### config.mk
export PLATFORM = sky130hd
export DESIGN_NAME = fir_mac_sequencer_flat
export DESIGN_NICKNAME = d
export VERILOG_FILES = /design/src/rtl/fir_mac_sequencer_if.sv /design/src/rtl/fir_mac_sequencer.sv /design/src/flat_wrapper.sv
export SDC_FILE = /design/constraint.sdc
export NUM_CORES = 1
export LEC_CHECK = 0
export ABC_CLOCK_PERIOD_IN_PS = 19000
export BUFFER_PORTS_ARGS = -buffer_cell sky130_fd_sc_hd__buf_2
export CELL_PAD_IN_SITES_DETAIL_PLACEMENT = 1
export CELL_PAD_IN_SITES_GLOBAL_PLACEMENT = 1
export CORE_MARGIN = 2
export CORE_UTILIZATION = 53
export DETAILED_ROUTE_END_ITERATION = 10
export GPL_TIMING_DRIVEN = 1
export PLACE_DENSITY = 0.88
export SYNTH_ARGS = -nofsm -noshare
export SYNTH_HDL_FRONTEND = slang
export SYNTH_SLANG_ARGS = --single-unit
### constraint.sdc
create_clock -name clock -period 19 [get_ports clock]
set_input_delay 3.8 -clock clock [delete_from_list [all_inputs] [get_ports clock]]
set_output_delay 3.8 -clock clock [all_outputs]
set_load 0.02 [all_outputs]
### src/rtl/fir_mac_sequencer_if.sv
// fir_mac_sequencer_if: sample stream, delay-line/coefficient bus and result stream of the FIR MAC sequencer.
interface fir_mac_sequencer_if #(
  parameter int input_width  = 16,
  parameter int coeff_width  = 16,
  parameter int coeff_size   = 8,
  parameter int output_width = 16
);
  localparam int address_size = $clog2(coeff_size);
  logic in_valid;
  logic in_ready;
  logic signed [input_width-1:0] in_sample;
  logic shift_enable;
  logic signed [input_width-1:0] shift_in;
  logic [address_size-1:0] address;
  logic signed [input_width-1:0] tap_in;
  logic signed [coeff_width-1:0] coeff_in;
  logic out_valid;
  logic out_ready;
  logic signed [output_width-1:0] out_result;
  modport master (
    input  in_valid, in_sample, tap_in, coeff_in, out_ready,
    output in_ready, shift_enable, shift_in, address, out_valid, out_result
  );
  modport slave (
    output in_valid, in_sample, tap_in, coeff_in, out_ready,
    input  in_ready, shift_enable, shift_in, address, out_valid, out_result
  );
endinterface

### src/rtl/fir_mac_sequencer.sv
// fir_mac_sequencer: per accepted sample, shifts it into an external delay line, then runs one
// tap*coeff MAC per cycle over all taps and presents the scaled, saturated sum.
module fir_mac_sequencer #(
  parameter int input_width  = 16,
  parameter int coeff_width  = 16,
  parameter int coeff_size   = 8,
  parameter int output_width = 16,
  parameter int frac_shift   = 15
) (
  input logic clock,
  input logic reset,
  fir_mac_sequencer_if.master bus
);
  localparam int address_size = $clog2(coeff_size);
  localparam int acc_width    = input_width + coeff_width + address_size;
  localparam int prod_width   = input_width + coeff_width;
  typedef enum logic [1:0] {IDLE, SHIFT, MAC, DONE} state_t;
  state_t state, state_next;
  logic signed [input_width-1:0] hold;
  logic signed [prod_width-1:0] prod;
  logic signed [acc_width-1:0] acc, acc_next, scaled;
  logic [acc_width-output_width:0] upper;
  logic signed [output_width-1:0] result, sat;
  logic [address_size-1:0] addr;
  logic last;
  always_comb begin
    prod     = bus.tap_in * bus.coeff_in;
    acc_next = acc + {{address_size{prod[prod_width-1]}}, prod};
    scaled   = acc_next >>> frac_shift;
    upper    = scaled[acc_width-1:output_width-1];
    // all-equal upper bits means the value already fits in output_width
    sat      = (&upper || ~|upper) ? scaled[output_width-1:0]
             : upper[acc_width-output_width] ? {1'b1, {(output_width-1){1'b0}}}
             : {1'b0, {(output_width-1){1'b1}}};
    last     = addr == address_size'(coeff_size - 1);
  end
  always_ff @(posedge clock)
    if (!reset) state <= IDLE;
    else state <= state_next;
  always_comb begin
    state_next = state;
    case (state)
      IDLE:    state_next = bus.in_valid ? SHIFT : IDLE;
      SHIFT:   state_next = MAC;
      MAC:     state_next = last ? DONE : MAC;
      default: state_next = bus.out_ready ? IDLE : DONE;
    endcase
  end
  always_comb begin
    bus.in_ready     = state == IDLE && reset;
    bus.shift_enable = state == SHIFT;
    bus.shift_in     = hold;
    bus.address      = addr;
    bus.out_valid    = state == DONE;
    bus.out_result   = result;
  end
  always_ff @(posedge clock)
    if (!reset) begin
      hold   <= '0;
      acc    <= '0;
      addr   <= '0;
      result <= '0;
    end else begin
      if (state == IDLE && bus.in_valid) hold <= bus.in_sample;
      if (state == SHIFT) begin
        acc  <= '0;
        addr <= '0;
      end
      if (state == MAC) begin
        acc  <= acc_next;
        addr <= last ? '0 : addr + 1'b1;
      end
      if (state == MAC && last) result <= sat;
    end
endmodule

### src/flat_wrapper.sv
// flat-port wrapper written by rule: the top's interface ports become plain ports
module fir_mac_sequencer_flat 
#(
  parameter int input_width  = 16,
  parameter int coeff_width  = 16,
  parameter int coeff_size   = 8,
  parameter int output_width = 16,
  parameter int frac_shift   = 15
)
  (clock, reset, bus_in_valid, bus_in_sample, bus_tap_in, bus_coeff_in, bus_out_ready, bus_in_ready, bus_shift_enable, bus_shift_in, bus_address, bus_out_valid, bus_out_result);
  fir_mac_sequencer_if #(.input_width(input_width), .coeff_width(coeff_width), .coeff_size(coeff_size), .output_width(output_width)) bus_i ();
  input logic clock;
  input logic reset;
  input wire logic [$bits(bus_i.in_valid)-1:0] bus_in_valid;
  input wire logic [$bits(bus_i.in_sample)-1:0] bus_in_sample;
  input wire logic [$bits(bus_i.tap_in)-1:0] bus_tap_in;
  input wire logic [$bits(bus_i.coeff_in)-1:0] bus_coeff_in;
  input wire logic [$bits(bus_i.out_ready)-1:0] bus_out_ready;
  output wire logic [$bits(bus_i.in_ready)-1:0] bus_in_ready;
  output wire logic [$bits(bus_i.shift_enable)-1:0] bus_shift_enable;
  output wire logic [$bits(bus_i.shift_in)-1:0] bus_shift_in;
  output wire logic [$bits(bus_i.address)-1:0] bus_address;
  output wire logic [$bits(bus_i.out_valid)-1:0] bus_out_valid;
  output wire logic [$bits(bus_i.out_result)-1:0] bus_out_result;
  assign bus_i.in_valid = bus_in_valid;
  assign bus_i.in_sample = bus_in_sample;
  assign bus_i.tap_in = bus_tap_in;
  assign bus_i.coeff_in = bus_coeff_in;
  assign bus_i.out_ready = bus_out_ready;
  assign bus_in_ready = bus_i.in_ready;
  assign bus_shift_enable = bus_i.shift_enable;
  assign bus_shift_in = bus_i.shift_in;
  assign bus_address = bus_i.address;
  assign bus_out_valid = bus_i.out_valid;
  assign bus_out_result = bus_i.out_result;
  fir_mac_sequencer #(.input_width(input_width), .coeff_width(coeff_width), .coeff_size(coeff_size), .output_width(output_width), .frac_shift(frac_shift)) u_core (.clock(clock), .reset(reset), .bus(bus_i));
endmodule
# Word level (Yosys, flattened, before mapping)
# Cells that the tools add are included.
[op_classes] shift=0 multipliers=1 n_mux=11 div_mod_pow=0 bitwise=0 n_reduce_logical=9 eq_ne=4 add_sub_neg=2 magnitude_cmp=0
[op_table] operator="two-way mux 35 bit" n=2
[op_table] operator="adder 35 bit" n=1
[op_table] operator="multiplier 16 x 16 -> 32 bit" n=1
[op_table] operator="two-way mux 16 bit" n=2
[op_table] operator="two-way mux 3 bit" n=3
[op_table] operator="case mux 2 bit (3 select lines)" n=1
[op_table] operator="AND reduction 5 bit" n=1
[op_table] operator="OR reduction 5 bit" n=1
[op_table] operator="equality test 2 bit, second input constant" n=2
[op_table] operator="adder 3 x 1 -> 3 bit, second input constant" n=1
[op_table] operator="equality test 3 bit, second input constant" n=1
[op_table] operator="logical AND 1 bit" n=3
[op_table] operator="equality test 2 x 1 -> 1 bit, second input constant" n=1
[op_table] operator="logical NOT 2 bit" n=1
[op_table] operator="two-way mux 1 bit" n=2
[op_table] operator="two-way mux 2 bit" n=1
[op_table] operator="nonzero test 2 bit" n=1
[op_table] operator="logical NOT 1 bit" n=1
[op_table] operator="logical OR 1 bit" n=1
[totals] ram_bits=0 latchBits=0 romBits=0 n_memories=0 reg_bits=72 inputBits=52 word_cells=32 out_inout_bits=38

# Longest topological paths before layout
[depth] ltp_word=6 mapped_depth=36 ltp_nobuf=34

# Least setup slack after synthesis
# No wires, ideal clock.
[synth_timing] kind="in2reg" from="input port bus_coeff_in[1]" to="register u_core.result[10], in the netlist u_core.bus.out_result[10]" t_arrival_ps=11486 path_stages=32 setup_time_ps=131 slack_ps=7383 t_required_ps=18869 path_buffers=2 cell_sequence="clkbuf_1 nand2_1 fa_1 fa_1 fa_1 inv_1 fa_1 fa_1 inv_1 fa_1 inv_1 ha_1 inv_1 nor3_1 o311a_1 o21ai_0 o21ai_0 a21o_1 a21oi_1 xnor2_1 ha_1 o41ai_1 a21oi_1 a21oi_1 a31o_2 a311oi_2 or4_1 a2111oi_2 o211ai_1 nand4_2 buf_4 o311ai_2"
[synth_via] elab_chain_len=6 word_cells_on_any_way=8 cone_classes="1 x add/sub; 1 x mul; 2 x mux; 4 x reduce/logical"
[synth_lines] item="from (decl)" line="flat_wrapper.sv:17" rtl="input wire logic [$bits(bus_i.coeff_in)-1:0] bus_coeff_in;"
[synth_lines] item="multiplier 16 x 16 -> 32 bit *" line="fir_mac_sequencer.sv:27" rtl="prod = bus.tap_in * bus.coeff_in;"
[synth_lines] item="adder 35 bit *" line="fir_mac_sequencer.sv:28" rtl="acc_next = acc + {{address_size{prod[prod_width-1]}}, prod};"
[synth_lines] item="OR reduction 5 bit" line="fir_mac_sequencer.sv:32" rtl="sat = (&upper || ~|upper) ? scaled[output_width-1:0]"
[synth_lines] item="logical NOT 1 bit" line="fir_mac_sequencer.sv:32"
[synth_lines] item="logical OR 1 bit" line="fir_mac_sequencer.sv:32"
[synth_lines] item="two-way mux 16 bit *" line="fir_mac_sequencer.sv:32"
[synth_lines] item="to (signal assigned)" line="fir_mac_sequencer.sv:73" rtl="if (state == MAC && last) result <= sat;"
[synth_lines] item="to (decl)" line="fir_mac_sequencer.sv:23" rtl="logic signed [output_width-1:0] result, sat;"
# Every way passes the cells marked *; elsewhere a longest branch is shown, timed or not.
# A chain may end at the register's enable or synchronous reset.

# Final worst setup path
# Same ends and word-level chain as after synthesis.

==> results.sh <==
export IMPL_outcome="complete, no violations"
export IMPL_cts_buffers=9
export IMPL_grt_max_degree=54
export IMPL_place_hpwl_mm=36.2
export IMPL_crit_top_cell="fa_1"
export IMPL_synth_top_area_share_pct=36.6
export IMPL_root_buffer="clkbuf_16"
export IMPL_synth_simple_area_share_pct=16.7
export IMPL_row_count=60
export IMPL_ant_nets=0
export IMPL_worstPathArrival_ps=12610
export IMPL_synth_nets=2096
export IMPL_clk_latency_ps=350
export IMPL_wirelength_mm=42.8
export IMPL_slowest_stage="fa_1"
export IMPL_synthAdderAreaFrac_pct=47.3
export IMPL_place_ws_ps=6340
export IMPL_hold_depth=2
export IMPL_cap_viol_max_count=0
export IMPL_grt_pass1_wl_mm=72.0
export IMPL_hp_class="reg2reg"
export IMPL_worstPathMaxFanout=16
export IMPL_worst_path_buf_inv=5
export IMPL_coreArea_um2=26800
export IMPL_gp_congestion=0.912
export IMPL_num_io_pins=90
export IMPL_path_clk_slew_ps=60
export IMPL_vias=11757
export IMPL_synth_area_leaders="fa_1 (37%), ha_1 (11%), dfxtp_1 (10%), inv_1 (8.2%), nand2_1 (5.6%)"
export IMPL_synth_edff_count=0
export IMPL_synth_top_family_by_area="adder cells"
export IMPL_seq_area_frac_synth_pct=10.0
export IMPL_post_cts_setup_buffer_count=0
export IMPL_final_net_count=2143
export IMPL_cp_top_family="adder cells"
export IMPL_setup_ws_ps=6580
export IMPL_drcViolationCount=0
export IMPL_cp_required_ps=19190
export IMPL_cp_depth=31
export IMPL_reg2reg_slack_ps=15080
export IMPL_post_route_period_util_pct=65.3
export IMPL_yosysWarnings=0
export IMPL_diodes=0
export IMPL_ys_types=73
export IMPL_rsz0062_at_grt="no"
export IMPL_final_min_clock_period_ps=12420
export IMPL_path_class="in2reg"
export IMPL_initial_core_util_pct=53.7
export IMPL_first_pass_iters=5
export IMPL_tightest_slew_ps=1060
export IMPL_critPathMaxStageDelay_ps=560
export IMPL_synth_flop_cell="dfxtp_1"
export IMPL_tns_ps=0
export IMPL_area_growth_pct=6.70
export IMPL_tritoncts="yes"
export IMPL_grt_pass1_vias=13566
export IMPL_synth_seq_cells=72
export IMPL_netlist_top_cell_by_area="fa_1"
export IMPL_cts_sinks=72
export IMPL_netlist_area_um2=14400
export IMPL_slew_violations=0
export IMPL_wl_per_cell_um=20.8
export IMPL_syn_instance_count=1658
export IMPL_drive_gt1_share_pct=7.66
export IMPL_syn_avg_cell_area_um2=8.68
export IMPL_grt_overflow=0
export IMPL_portBuffers=89
export IMPL_setup_viol=0
export IMPL_ctsHoldBuffers=0
export IMPL_slew_headroom_pct=29.3
export IMPL_antenna_found_initial=0
export IMPL_endpoint_kind="flop"
export IMPL_hold_worst_slack_ps=455
export IMPL_timing_fmax_mhz=80.5
export IMPL_synth_mux_area_fraction_pct=0.0696
export IMPL_die_w_um=169
export IMPL_htreeDepth=3
export IMPL_synthXorXnorAreaFrac_pct=3.35
export IMPL_async_flop_share_pct=0
export IMPL_start_kind="input port"
export IMPL_fin_skew_ps=13.1
export IMPL_hold_viol_final=0
export IMPL_cts_path_max_buffers=2
export IMPL_drtIter0Drc=665
export IMPL_synth_compound_gate_area_share_pct=12.8
export IMPL_die_h_um=169
export IMPL_reg2reg_depth=13
export IMPL_cts_resized_gates=0
export IMPL_die_area_um2=28500
export IMPL_vias_per_cell=5.73
export IMPL_grt_total_usage_pct=31.9
-- sequential cells by signal (all words and copies together) (netlist names) --
name                   flops
u_core.bus.shift_in       16
u_core.bus.out_result     16
u_core.state               2
u_core.bus.address         3
u_core.acc                35
-- tightest hold or removal path, cell delays in order, from the launching register on --
cell	delay (ps)
dfxtp_1	310
nand2_1	50
a21oi_1	50
-- placed cells by master, fill, tap and decap left out, drive strengths merged, types with 20 or more instances in the layout --
| cell type | synthesis | routed |
|---|---|---|
| inv | 315 | 320 |
| fa | 263 | 263 |
| nand2 | 214 | 214 |
| ha | 123 | 123 |
| and2 | 120 | 120 |
| a21oi | 90 | 90 |
| buf | 4 | 90 |
| nor2 | 87 | 87 |
| dfxtp | 72 | 72 |
| o21ai | 42 | 42 |
| xnor2 | 35 | 35 |
| a21o | 30 | 30 |
| xor2 | 20 | 20 |
-- synth_stat cells (7+ instances only) --
master    number
o21bai_1       7
nor3_1        16
nand2_1      214
o21ai_0       37
inv_1        314
a21oi_1       89
nand2b_1      16
o21a_1        10
ha_1         123
a21o_1        30
dfxtp_1       72
clkbuf_1      50
o311ai_1       8
a211oi_1       7
nor2_1        87
fa_1         263
o211ai_1       8
xor2_1        20
xnor2_1       35
a22oi_1       18
and2_1       119
and3_1         7
nand3_1       13
-- path summary, 6_finish.rpt --
| path | endpoint | start |
|---|---|---|
| max | u_core.bus.out_result[10]$_SDFFE_PN0P_ | bus_coeff_in[1] |
| min | u_core.bus.shift_in[5]$_SDFFE_PN0P_ | u_core.bus.shift_in[5]$_SDFFE_PN0P_ |
| min reg2reg | u_core.bus.shift_in[5]$_SDFFE_PN0P_ | u_core.bus.shift_in[5]$_SDFFE_PN0P_ |
| max reg2reg | u_core.bus.out_result[10]$_SDFFE_PN0P_ | u_core.acc[0]$_SDFFE_PN0P_ |
-- stage by stage --
step                utilization [%]  std cells  area [um2]
global placement               56.2       2035       15100
finish                         57.3       2051       15300
detailed placement             56.2       2035       15100
CTS                            57.3       2051       15300
global route                   57.3       2051       15300
floorplan                         -       1658       14400
-- area by class of cell --
class / instances / area, um2
fillers: 3186 / 11500
clock buffers: 9 / 225
inverters: 315 / 1180
flip-flops and latches: 72 / 1440
clock inverters: 7 / 71.3
repair buffers: 90 / 453
well taps: 341 / 427
multi-input cells: 1217 / 11500
-- cell families (layout without fill, tap and decap cells) --
| logic type | after synthesis | count (layout) |
|---|---|---|
| multiplexers | 1 | 1 |
| AND/OR/NAND/NOR | 503 | 503 |
| adder cells (fa/ha/maj) | 386 | 386 |
| buffers and inverters | 369 | 421 |
| XOR/XNOR | 55 | 55 |
| AO/OA/AOI/OAI | 272 | 272 |
| flip-flops | 72 | 72 |
-- routing by layer --
metal | vias to the layer above | GRT usage [%] | routed length (um)
li1 | 5329 | - | -
met1 | 5964 | 39.8 | 17600
met2 | 346 | 56.5 | 21700
met3 | 118 | 4.16 | 1920
met4 | 0 | 12.4 | 1630
met5 | - | 0 | 0
Power is left out: the tool's default activity adds up to more than one toggle a clock period on the data nets, which glitch-free logic cannot reach.
